[src/rtl/keypad_pkg.sv]
// Shared types and constants for the 4x3 keypad scanner: FSM states, matrix geometry
// and the row/column to key-code map.
package keypad_pkg;

    typedef enum logic [1:0] {SCAN, DEBOUNCE, PRESSED, RELEASE} kp_state_e;

    localparam int unsigned NUM_ROWS = 4;
    localparam int unsigned NUM_COLS = 3;
    localparam logic [3:0]  KEY_STAR = 4'd10;
    localparam logic [3:0]  KEY_HASH = 4'd11;

    localparam logic [3:0] KEY_MAP [NUM_ROWS][NUM_COLS] = '{
        '{4'd1,     4'd2, 4'd3    },
        '{4'd4,     4'd5, 4'd6    },
        '{4'd7,     4'd8, 4'd9    },
        '{KEY_STAR, 4'd0, KEY_HASH}
    };

    function automatic logic single_low(input logic [NUM_ROWS-1:0] rows);
        return $countones(~rows) == 1;
    endfunction

    function automatic logic [1:0] low_index(input logic [NUM_ROWS-1:0] rows);
        logic [1:0] idx;
        idx = '0;
        for (int i = 0; i < NUM_ROWS; i++) begin
            if (!rows[i]) idx = 2'(i);
        end
        return idx;
    endfunction

endpackage

[src/rtl/keypad_tick_gen.sv]
// Scan divider: free-running 0..SCAN_DIV-1 counter, tick high on the terminal count.
module keypad_tick_gen #(
    parameter int unsigned SCAN_DIV = 1000
) (
    input  logic clk,
    input  logic rst_n,
    output logic tick
);

    localparam int unsigned CW = $clog2(SCAN_DIV);

    logic [CW-1:0] cnt_q, cnt_d;

    assign tick = (cnt_q == CW'(SCAN_DIV - 1));

    always_comb begin
        cnt_d = tick ? '0 : cnt_q + CW'(1);
    end

    always_ff @(posedge clk or negedge rst_n) begin
        if (!rst_n) cnt_q <= '0;
        else        cnt_q <= cnt_d;
    end

endmodule

[src/rtl/keypad_scan_encoder.sv]
// 4x3 keypad scanner with press/release debounce, producing registered one-hot decimal
// lines, a key code, */# flags, a held level and a one-clock accept strobe.
module keypad_scan_encoder
    import keypad_pkg::*;
#(
    parameter int unsigned SCAN_DIV       = 1000,
    parameter int unsigned DEBOUNCE_SCANS = 4
) (
    input  logic        clk,
    input  logic        rst_n,
    input  logic [3:0]  row_n,
    output logic [2:0]  col_n,
    output logic [9:0]  dec_onehot,
    output logic [3:0]  key_code,
    output logic        key_star,
    output logic        key_hash,
    output logic        key_held,
    output logic        key_valid
);

    localparam int unsigned      DW      = $clog2(DEBOUNCE_SCANS + 1);
    localparam logic [DW-1:0]    DBC_MAX = DW'(DEBOUNCE_SCANS);
    localparam logic [DW-1:0]    DBC_ONE = DW'(1);

    logic            tick;
    logic [3:0]      rs_meta_q, rs_q;
    kp_state_e       state_q, state_d;
    logic [DW-1:0]   dbc_q, dbc_d, dbc_inc;
    logic [1:0]      col_q, col_d, col_next;
    logic [1:0]      row_q, row_d;
    logic            col_match, accept, release_done;
    logic [3:0]      key_sel;
    logic [9:0]      dec_q, dec_d;
    logic [3:0]      code_q, code_d;
    logic            star_q, star_d, hash_q, hash_d;
    logic            held_q, held_d, valid_q, valid_d;

    keypad_tick_gen #(
        .SCAN_DIV(SCAN_DIV)
    ) u_tick_gen (
        .clk  (clk),
        .rst_n(rst_n),
        .tick (tick)
    );

    always_ff @(posedge clk or negedge rst_n) begin
        if (!rst_n) begin
            rs_meta_q <= 4'b1111;
            rs_q      <= 4'b1111;
        end else begin
            rs_meta_q <= row_n;
            rs_q      <= rs_meta_q;
        end
    end

    assign col_next  = (col_q == 2'd2) ? 2'd0 : col_q + 2'd1;
    assign col_match = (rs_q == ~(4'b0001 << row_q));
    assign dbc_inc   = (dbc_q >= DBC_MAX) ? dbc_q : dbc_q + DBC_ONE;

    always_ff @(posedge clk or negedge rst_n) begin
        if (!rst_n) begin
            state_q <= SCAN;
            dbc_q   <= '0;
            col_q   <= '0;
            row_q   <= '0;
        end else begin
            state_q <= state_d;
            dbc_q   <= dbc_d;
            col_q   <= col_d;
            row_q   <= row_d;
        end
    end

    always_comb begin
        state_d      = state_q;
        dbc_d        = dbc_q;
        col_d        = col_q;
        row_d        = row_q;
        accept       = 1'b0;
        release_done = 1'b0;
        if (tick) begin
            unique case (state_q)
                SCAN: begin
                    if (single_low(rs_q)) begin
                        row_d = low_index(rs_q);
                        dbc_d = DBC_ONE;
                        if (DBC_ONE >= DBC_MAX) begin
                            state_d = PRESSED;
                            accept  = 1'b1;
                        end else begin
                            state_d = DEBOUNCE;
                        end
                    end else begin
                        col_d = col_next;
                    end
                end
                DEBOUNCE: begin
                    if (col_match) begin
                        dbc_d = dbc_inc;
                        if (dbc_inc >= DBC_MAX) begin
                            state_d = PRESSED;
                            accept  = 1'b1;
                        end
                    end else begin
                        state_d = SCAN;
                        col_d   = col_next;
                    end
                end
                PRESSED: begin
                    if (&rs_q) begin
                        dbc_d = DBC_ONE;
                        if (DBC_ONE >= DBC_MAX) begin
                            state_d      = SCAN;
                            col_d        = col_next;
                            release_done = 1'b1;
                        end else begin
                            state_d = RELEASE;
                        end
                    end
                end
                RELEASE: begin
                    if (&rs_q) begin
                        dbc_d = dbc_inc;
                        if (dbc_inc >= DBC_MAX) begin
                            state_d      = SCAN;
                            col_d        = col_next;
                            release_done = 1'b1;
                        end
                    end else begin
                        dbc_d = '0;
                    end
                end
                default: state_d = SCAN;
            endcase
        end
    end

    // row_d is used so a single-scan debounce can accept on the detection tick itself
    always_comb begin
        key_sel = KEY_MAP[row_d][col_q];
        dec_d   = dec_q;
        code_d  = code_q;
        star_d  = star_q;
        hash_d  = hash_q;
        held_d  = held_q;
        valid_d = accept;
        if (accept) begin
            code_d = key_sel;
            dec_d  = (key_sel <= 4'd9) ? (10'd1 << key_sel) : 10'd0;
            star_d = (key_sel == KEY_STAR);
            hash_d = (key_sel == KEY_HASH);
            held_d = 1'b1;
        end else if (release_done) begin
            code_d = '0;
            dec_d  = '0;
            star_d = 1'b0;
            hash_d = 1'b0;
            held_d = 1'b0;
        end
    end

    always_ff @(posedge clk or negedge rst_n) begin
        if (!rst_n) begin
            dec_q   <= '0;
            code_q  <= '0;
            star_q  <= 1'b0;
            hash_q  <= 1'b0;
            held_q  <= 1'b0;
            valid_q <= 1'b0;
        end else begin
            dec_q   <= dec_d;
            code_q  <= code_d;
            star_q  <= star_d;
            hash_q  <= hash_d;
            held_q  <= held_d;
            valid_q <= valid_d;
        end
    end

    assign col_n      = ~(3'b001 << col_q);
    assign dec_onehot = dec_q;
    assign key_code   = code_q;
    assign key_star   = star_q;
    assign key_hash   = hash_q;
    assign key_held   = held_q;
    assign key_valid  = valid_q;

endmodule
[config.mk]
export PLATFORM = sky130hd
export DESIGN_NAME = keypad_scan_encoder
export DESIGN_NICKNAME = d
export VERILOG_FILES = /design/src/rtl/keypad_pkg.sv /design/src/rtl/keypad_tick_gen.sv /design/src/rtl/keypad_scan_encoder.sv
export SDC_FILE = /design/constraint.sdc
export NUM_CORES = 1
export LEC_CHECK = 0
export ABC_AREA = 1
export BUFFER_PORTS_ARGS = -buffer_cell sky130_fd_sc_hd__clkbuf_2
export CORE_MARGIN = 2
export CORE_UTILIZATION = 35
export DETAILED_ROUTE_END_ITERATION = 10
export PLACE_DENSITY = 0.51
export SLEW_MARGIN = 30
export SYNTH_ARGS = -nofsm -noshare
export SYNTH_HDL_FRONTEND = slang
export SYNTH_HIERARCHICAL = 1
export SYNTH_SLANG_ARGS = --single-unit
[constraint.sdc]
create_clock -name clk -period 3.15 [get_ports clk]
set_clock_uncertainty 0.2 [all_clocks]
set_input_delay 0.1575 -clock clk [delete_from_list [all_inputs] [get_ports clk]]
set_output_delay 0.1575 -clock clk [all_outputs]
set_load 0.01 [all_outputs]
==> results of run 1 <==
worst paths after layout:
check	from	cells past startpoint	to	slack (ps)
worst min-delay path	rs_meta_q[1]	0	rs_q[1]	160
max in group asynchronous	rst_n	3	rs_q[2]	1960
worst max-delay path	rs_q[3]	18	dec_onehot[2]	130
min in group asynchronous	rst_n	2	u_tick_gen/cnt_q[0]	230
worst min register to register	rs_meta_q[1]	0	rs_q[1]	160
worst max register to register	rs_q[3]	18	dec_onehot[2]	130
what timing repair did:
| item | CTS | global route |
|---|---|---|
| setup buffers | 3 | 6 |
| hold buffers | 5 | 0 |
| pin swaps | 5 | 23 |
| endpoints found under the setup margin | 9 | 16 |
| hold endpoints to repair | 41 | 0 |
| resized for setup | 12 | 56 |
cell usage in the layout, fill, tap and decap left out, drive strengths merged:
cell / instances
nand2: 94
inv: 47
nor2: 43
dfrtp: 37
clkbuf: 32
nand3: 29
buf: 24
o21ai: 14
ha: 11
dfstp: 8
dlygate4sd3: 5
a21oi: 5
nand4: 4
nand3b: 3
clkinv: 2
xor2: 2
nor3: 2
or2: 1
a211o: 1
xnor2: 1
fa: 1
stage by stage:
step	setup slack (ps)	hold slack (ps)	total power, mW	utilization [%]
5_1_grt	-50.7	168	1.07	47.6
3_5_place_dp	-97.5	21.4	0.651	40.6
2_1_floorplan	66.3	-338	0.623	-
6_report	126	158	1.02	47.6
4_1_cts	6.72	159	1.02	43.6
3_3_place_gp	-65.0	44.8	0.650	40.6
layer usage:
metal  global-route usage [%]  vias to the layer above  part of all wire, %
met3                     3.13                        6                  2.1
li1                         -                     1059                    -
met5                        0                        -                    0
met4                     2.98                        0                  1.2
met2                     23.3                       23                   50
met1                     17.5                      934                   47
cells by family after synthesis:
group / share of synthesized area, %
compound gates: 4.63
fa+ha+maj: 6.55
xor+xnor: 1.09
flops: 47.2
buf+inv: 8.27
simple gates: 32.2
sequential cells by signal, indices dropped and copies added, names as in the netlist, named ones only:
signal            flops
u_tick_gen/cnt_q     10
col_q                 2
key_held              1
key_code              4
state_q               1
key_star              1
dbc_q                 3
rs_meta_q             4
key_hash              1
rs_q                  4
row_q                 2
dec_onehot           10
key_valid             1
power by group:
group,switching (mW),total (mW),internal [mW]
clock,0.191,0.345,0.154
sequential,0.00246,0.589,0.587
combinational,0.0452,0.0852,0.0400
cell type report:
| type | count | area, um2 | area share [%] |
|---|---|---|---|
| multi-input combinational | 211 | 1320 | 41.4 |
| sequential | 45 | 1140 | 35.5 |
| timing repair buffer | 55 | 370 | 11.6 |
| clock buffer | 6 | 72.6 | 2.27 |
| tap | 80 | 100 | 3.13 |
| inverter | 47 | 186 | 5.83 |
| clock inverter | 2 | 10.0 | 0.313 |
worst reg2reg max path: stages (launching register included):
cell and delay (ps):
dfstp_2 550, fa_1 420, inv_2 80, ha_4 130
ha_4 210, inv_4 70, nand2_2 40, nor2_1 70
nand4_1 130, nand2_2 140, inv_4 60, ha_4 160
inv_2 60, nor2_4 40, a21oi_4 150, nand2_4 90
nor2_4 200, nand3_2 90, nand2_1 70
==> results.json, run 1 <==
{
  "io_buffers": 26,
  "fmax_ghz": 0.331,
  "critPathMaxFanout": 4,
  "setup.worst_path.start_class": "register",
  "vias": 2022,
  "yosysSeqAreaShare_pct": 47.2,
  "diodes": 0,
  "core_area_um2": 6720,
  "layout_min_cycle_time_ps": 3020,
  "setup_viol": 0,
  "drive_gt1_share_pct": 34.4,
  "syn_area_um2": 2410,
  "synth_largest_area_cell": "dfrtp_1",
  "gp_congestion": 0.791,
  "critPathKind": "register to register",
  "numClockSinks": 45,
  "irDropWorstVdd_v": 0.000229,
  "hold_viol_final": 0,
  "cp-end-kind": "register",
  "grt_overflow": 0,
  "io_pins": 27,
  "post_drt_wl_per_cell_um": 11.3,
  "ys_types": 26,
  "drv_cap": 0,
  "powerDensity_nw_per_um2": 319,
  "cts_max_level": 2,
  "dieHeight_um": 86.9,
  "final_area_um2": 3200,
  "cts_buffers": 5,
  "worstHoldPathType": "register to register",
  "critPathRequiredTime_ps": 3180,
  "synth_nets": 323,
  "syn_avg_cell_area_um2": 7.89,
  "syn_inst": 305,
  "clockBufferDepth": 2,
  "fin_crit_sh_pct": 96.0,
  "num_rows": 30,
  "rsz0062_at_grt": "yes",
  "dieArea_um2": 7550,
  "placed_area_um2": 2730,
  "synth-async-reset-ratio_pct": 100,
  "slowest_delay_ps": 550,
  "yosys_warnings": 6,
  "final.setup.tns_ps": 0,
  "fin_nets": 383,
  "ys.flop_type": "dfrtp_1",
  "cts-root-buf": "clkbuf_8",
  "ys_top_cells_by_count": "91 x nand2_1, 41 x inv_1, 37 x dfrtp_1",
  "ant_nets": 0,
  "firstDrtPassIters": 4,
  "clock_latency_ps": 290,
  "cts_tree": "done",
  "die_w_um": 86.9,
  "cpMostUsedCell": "ha_4",
  "arrival_ps": 3060,
  "status": "completed",
  "synth_top_cell_area_share_pct": 38.5,
  "ys_ff_latch": 45,
  "track_usage_pct": 13.6,
  "viasPerCell": 4.53,
  "synthTopCellsByArea": "dfrtp_1 38%, nand2_1 14%, dfstp_2 8.7%",
  "max-slew-margin-rel_pct": 61.3,
  "path_cells": "fa_1 -> inv_2 -> ha_4 -> ha_4 -> inv_4 -> nand2_2 -> nor2_1 -> nand4_1 -> nand2_2 -> inv_4 -> ha_4 -> inv_2 -> nor2_4 -> a21oi_4 -> nand2_4 -> nor2_4 -> nand3_2 -> nand2_1",
  "critical_path.top_delay_family": "adder cells",
  "start_util_pct": 35.8,
  "dp.final_hpwl_mm": 3.56,
  "grt_max_degree": 41,
  "yosysMostFrequentCell": "nand2_1",
  "drt_wl_total_mm": 5.06,
  "worstMarginPinSlew_ps": 581,
  "crit_buf_inv": 4,
  "stdcell_count": 446,
  "place_inst": 424,
  "nFillCells": 689,
  "clk_pin_slew_ps": 80,
  "drv_slew": 0,
  "synth-edff-count": 0,
  "drt_iter0_markers": 53,
  "drc": 0,
  "antenna_found_initial": 0,
  "cpMaxStageDelayCell": "dfstp_2",
  "p_leak_nw": 1.63,
  "grt_pass1_wl_mm": 8.25,
  "areaGrowthSynthToFinish_pct": 32.9,
  "grt_pass1_vias": 1890
}
Note: power is estimated with default switching activity, not from simulation.
==> inputs of run 2 (changes only) <==
- BUFFER_PORTS_ARGS: -buffer_cell sky130_fd_sc_hd__clkbuf_2 -> -buffer_cell sky130_fd_sc_hd__buf_2
- CTS_BUF_LIST: default -> sky130_fd_sc_hd__clkbuf_8
- CTS_CLUSTER_SIZE: default -> 30
==> results.json, run 2 (synthesis results as in run 1) <==
{
  "layout_min_cycle_time_ps": 3030,
  "critPathMaxFanout": 4,
  "die_w_um": 86.9,
  "p_leak_nw": 1.65,
  "final_cell_mix": "86 x nand2_1, 37 x dfrtp_1, 34 x inv_1, 27 x nor2_1, 25 x buf_2",
  "timing.rr.end": "dec_onehot[8]",
  "min_to": "rs_q[2]",
  "gp_congestion": 0.798,
  "grt_overflow": 0,
  "track_usage_pct": 14.0,
  "drv_slew": 0,
  "top_usage_layer": "met2",
  "numClockSinks": 45,
  "nFillCells": 666,
  "clk_pin_slew_ps": 100,
  "critPathRequiredTime_ps": 3200,
  "io_buffers": 26,
  "critPathKind": "register to register",
  "ant_nets": 0,
  "drc": 0,
  "diodes": 0,
  "start_util_pct": 35.8,
  "r2r_cells": 17,
  "grt_pass1_wl_mm": 8.42,
  "crit_buf_inv": 6,
  "grt_pass1_vias": 1895,
  "rsz0062_at_grt": "yes",
  "reg2reg_slack_ps": 120,
  "use_met1_pct": 18.0,
  "antenna_found_initial": 0,
  "drive_gt1_share_pct": 32.6,
  "grt_max_degree": 46,
  "grt_use_met3_pct": 3.13,
  "setup_viol": 0,
  "drt_wl_total_mm": 5.02,
  "final_common_cell": "nand2_1",
  "fmax_ghz": 0.330,
  "powerDensity_nw_per_um2": 353,
  "vias": 2035,
  "cts_buffers": 5,
  "dieHeight_um": 86.9,
  "setup.worst_path.start_class": "register",
  "viasPerCell": 4.57,
  "clock_latency_ps": 300,
  "cpMaxStageDelayCell": "dfstp_2",
  "worstHoldPathType": "register to register",
  "dp.final_hpwl_mm": 3.46,
  "critical_path.top_delay_family": "simple AND/OR/NAND/NOR gates",
  "drt_iter0_markers": 90,
  "worstMarginPinSlew_ps": 580,
  "cpMostUsedCell": "buf_4",
  "cp-end-kind": "register",
  "r2r_start": "rs_q[1]",
  "num_rows": 30,
  "irDropWorstVdd_v": 0.000216,
  "io_pins": 27,
  "max-slew-margin-rel_pct": 61.3,
  "path_depth": 17,
  "core_area_um2": 6720,
  "hold_depth": 0,
  "grt_use_met2_pct": 23.4,
  "post_drt_wl_per_cell_um": 11.3,
  "path_cells": "fa_1 -> inv_1 -> ha_2 -> ha_4 -> inv_4 -> nand3_2 -> nor2_4 -> nand3_2 -> buf_4 -> buf_4 -> buf_4 -> buf_4 -> nand3_1 -> nand2_4 -> nor2_2 -> nand3_1 -> nand2_1",
  "areaGrowthSynthToFinish_pct": 31.0,
  "dieArea_um2": 7550,
  "place_ws_ps": -113,
  "fin_nets": 382,
  "cts-root-buf": "clkbuf_8",
  "clockBufferDepth": 2,
  "cts_max_level": 2,
  "arrival_ps": 3080,
  "setup_slack_ps": 123,
  "drv_cap": 0,
  "finish.utilization_pct": 46.9,
  "slowest_delay_ps": 550,
  "hold_viol_final": 0,
  "status": "completed",
  "firstDrtPassIters": 4,
  "cts_tree": "done",
  "fin_crit_sh_pct": 96.1,
  "hold_start": "rs_meta_q[2]"
}
run 2: cell types whose count changed in the layout (fill, tap and decap cells not counted), sizes merged:
| cell | change |
|---|---|
| clkinvlp | +1 |
| buf | +25 |
| bufinv | +1 |
| clkbuf | -27 |
| clkinv | -1 |
run 2: worst max path at each step:
stage,start,endpoint,slack (ps)
6_report,rs_q[1],dec_onehot[8],120
5_1_grt,rs_q[1],dec_onehot[2],-60
4_1_cts,rs_q[0],dec_onehot[6],4
3_5_place_dp,rs_q[0],dec_onehot[2],-110
3_3_place_gp,rs_q[0],dec_onehot[6],-70
2_1_floorplan,rs_q[1],dec_onehot[4],70
run 2: power breakdown:
group / internal, mW / switching, mW / total, mW
Combinational: 0.0350 / 0.0400 / 0.0750
Clock: 0.238 / 0.212 / 0.450
Sequential: 0.587 / 0.00233 / 0.589
run 2: area by class of cell:
class | count | area [um2] | area share [%]
repair buffers | 54 | 375 | 11.9
inverters | 47 | 184 | 5.84
flip-flops and latches | 45 | 1140 | 36.0
clock inverters | 3 | 46.3 | 1.47
clock buffers | 5 | 68.8 | 2.18
multi-input cells | 211 | 1240 | 39.4
well taps | 80 | 100 | 3.18
run 2: stage by stage:
step	cells	area [um2]	hold WS [ps]	setup TNS (ps)	power (mW)
2_1_floorplan	305	2410	-338	0	0.623
3_3_place_gp	422	2710	62.5	-280	0.649
3_5_place_dp	422	2710	12.2	-774	0.650
4_1_cts	440	2970	161	0	1.12
5_1_grt	445	3150	164	-400	1.16
6_report	445	3150	158	0	1.11
run 2: what timing repair did:
action / 4_1_cts / 5_1_grt
resized for setup: 14 / 38
setup buffers: 5 / 5
pin swaps: 6 / 18
gates cloned: 0 / 0
endpoints found under the hold margin: 41 / 0
hold buffers: 5 / 0
endpoints found under the setup margin: 13 / 16
run 2: metal layers:
| metal | part of all wire [%] | routed length (um) |
|---|---|---|
| met1 | 47 | 2370 |
| met2 | 49 | 2470 |
| met3 | 2.6 | 132 |
| met4 | 1.1 | 53 |
| met5 | 0 | 0 |
==> inputs of run 3 (changes only) <==
- CORE_ASPECT_RATIO: default -> 1.2
- GPL_TIMING_DRIVEN: default -> 0
==> results.json, run 3 (synthesis results as in run 1) <==
{
  "status": "completed",
  "hold_viol_final": 0,
  "io_buffers": 26,
  "clockBufferDepth": 2,
  "seq_area_um2": 1140,
  "met3_length_um": 134,
  "critPathRequiredTime_ps": 3190,
  "drive_gt1_share_pct": 28.0,
  "critPathKind": "register to register",
  "fin_nets": 372,
  "grt_max_degree": 46,
  "dp.final_hpwl_mm": 3.47,
  "fin_crit_sh_pct": 100,
  "start_util_pct": 35.8,
  "cp-end-kind": "register",
  "setup.worst_path.start_class": "register",
  "cts_tree": "done",
  "finish.utilization_pct": 44.7,
  "grt_overflow": 0,
  "ant_nets": 0,
  "final_area_um2": 3010,
  "drt_iter0_markers": 70,
  "slowest_delay_ps": 560,
  "areaGrowthSynthToFinish_pct": 24.9,
  "final_cell_mix": "86 x nand2_1, 37 x inv_1, 37 x dfrtp_1, 29 x nor2_1",
  "dieHeight_um": 94.8,
  "post_drt_wl_per_cell_um": 11.1,
  "critical_path.top_delay_family": "simple AND/OR/NAND/NOR gates",
  "placed_area_um2": 2650,
  "setup_slack_ps": 0.967,
  "numClockSinks": 45,
  "layout_min_cycle_time_ps": 3150,
  "drv_slew": 0,
  "min_to": "rs_q[3]",
  "clk_pin_slew_ps": 80,
  "routed.top_layer": "met4",
  "drc": 0,
  "multiInputGateArea_um2": 1210,
  "r2r_cells": 18,
  "path_cells": "fa_1 -> inv_2 -> ha_4 -> ha_4 -> inv_2 -> nand2_1 -> nor2_1 -> nand4_1 -> nand2_2 -> inv_4 -> ha_4 -> inv_2 -> nor2_2 -> a21oi_2 -> nand2_2 -> nor3_4 -> nand2_1 -> nand2_1",
  "core_area_um2": 6730,
  "vias": 1982,
  "worstMarginPinSlew_ps": 569,
  "route.met2.wl_mm": 2.49,
  "arrival_ps": 3190,
  "critPathMaxFanout": 4,
  "r2r_start": "rs_q[0]",
  "die_w_um": 79.7,
  "powerDensity_nw_per_um2": 332,
  "firstDrtPassIters": 4,
  "irDropWorstVdd_v": 0.000151,
  "max-slew-margin-rel_pct": 62.0,
  "grt_pass1_wl_mm": 8.54,
  "timing.rr.end": "dec_onehot[5]",
  "cts_buffers": 5,
  "io_pins": 27,
  "cpMaxStageDelayCell": "dfstp_2",
  "cts-root-buf": "clkbuf_8",
  "whs_ps": 158,
  "num_rows": 33,
  "drv_cap": 0,
  "hold_start": "rs_meta_q[3]",
  "gp_congestion": 0.820,
  "clock_latency_ps": 290,
  "fmax_ghz": 0.318,
  "reg2reg_slack_ps": 1,
  "setup_viol": 0,
  "antenna_found_initial": 0,
  "crit_buf_inv": 4,
  "worstHoldPathType": "register to register",
  "rsz0062_at_grt": "yes",
  "place_ws_ps": -370,
  "wl_met1_mm": 2.22,
  "grt_pass1_vias": 1876,
  "hold_depth": 0,
  "dieArea_um2": 7560,
  "track_usage_pct": 14.4,
  "final_common_cell": "nand2_1",
  "drt_wl_total_mm": 4.91,
  "nFillCells": 688,
  "cts_max_level": 2,
  "p_leak_nw": 1.59,
  "diodes": 0,
  "viasPerCell": 4.49
}
-- run 3: timing repair --
item / 4_1_cts / 5_1_grt
hold buffers: 5 / 0
endpoints found under the hold margin: 41 / 0
pin swaps: 14 / 17
buffers inserted: 10 / 1
setup endpoints to repair: 15 / 15
gates resized for setup: 27 / 9
-- run 3: where the power goes --
| group | internal [mW] | total [mW] | leakage (nW) | switching [mW] |
|---|---|---|---|---|
| clock | 0.151 | 0.339 | 0.0454 | 0.189 |
| combinational | 0.0298 | 0.0681 | 0.953 | 0.0384 |
| sequential | 0.587 | 0.589 | 0.587 | 0.00275 |
-- run 3: final cells by class --
class,count,area share [%]
well taps,87,3.62
flip-flops and latches,45,37.8
multi-input cells,211,40.2
inverters,47,5.95
clock buffers,5,2.29
repair buffers,42,8.95
clock inverters,2,0.416
plain buffers,2,0.749
-- run 3: metal layers --
layer,GRT usage [%],up-vias
met5,0,-
met1,17.4,913
met4,4.74,0
met3,2.96,6
li1,-,1038
met2,25.6,25
-- run 3: worst register-to-register path: stages, from the launching register on --
cell and delay (ps):
dfstp_2 560, fa_1 430, inv_2 80, ha_4 130
ha_4 200, inv_2 50, nand2_1 40, nor2_1 110
nand4_1 140, nand2_2 160, inv_4 70, ha_4 160
inv_2 50, nor2_2 30, a21oi_2 160, nand2_2 130
nor3_4 240, nand2_1 90, nand2_1 60
-- run 3: how the worst max path moves through the flow --
stage	startpoint	endpoint	slack, ps	depth (start not counted)
2_1_floorplan	rs_q[1]	dec_onehot[4]	70	18
3_3_place_gp	rs_q[1]	dec_onehot[5]	-320	18
3_5_place_dp	rs_q[1]	dec_onehot[6]	-370	18
4_1_cts	rs_q[3]	dec_onehot[6]	4	18
5_1_grt	rs_q[0]	dec_onehot[6]	-200	18
6_report	rs_q[0]	dec_onehot[5]	1	18
-- run 3: stage by stage --
step / TNS [ps] / power [mW] / cells
2_1_floorplan: 0 / 0.623 / 305
3_3_place_gp: -3250 / 0.642 / 418
3_5_place_dp: -3990 / 0.645 / 418
4_1_cts: 0 / 1.02 / 440
5_1_grt: -1980 / 1.05 / 441
6_report: 0 / 0.997 / 441
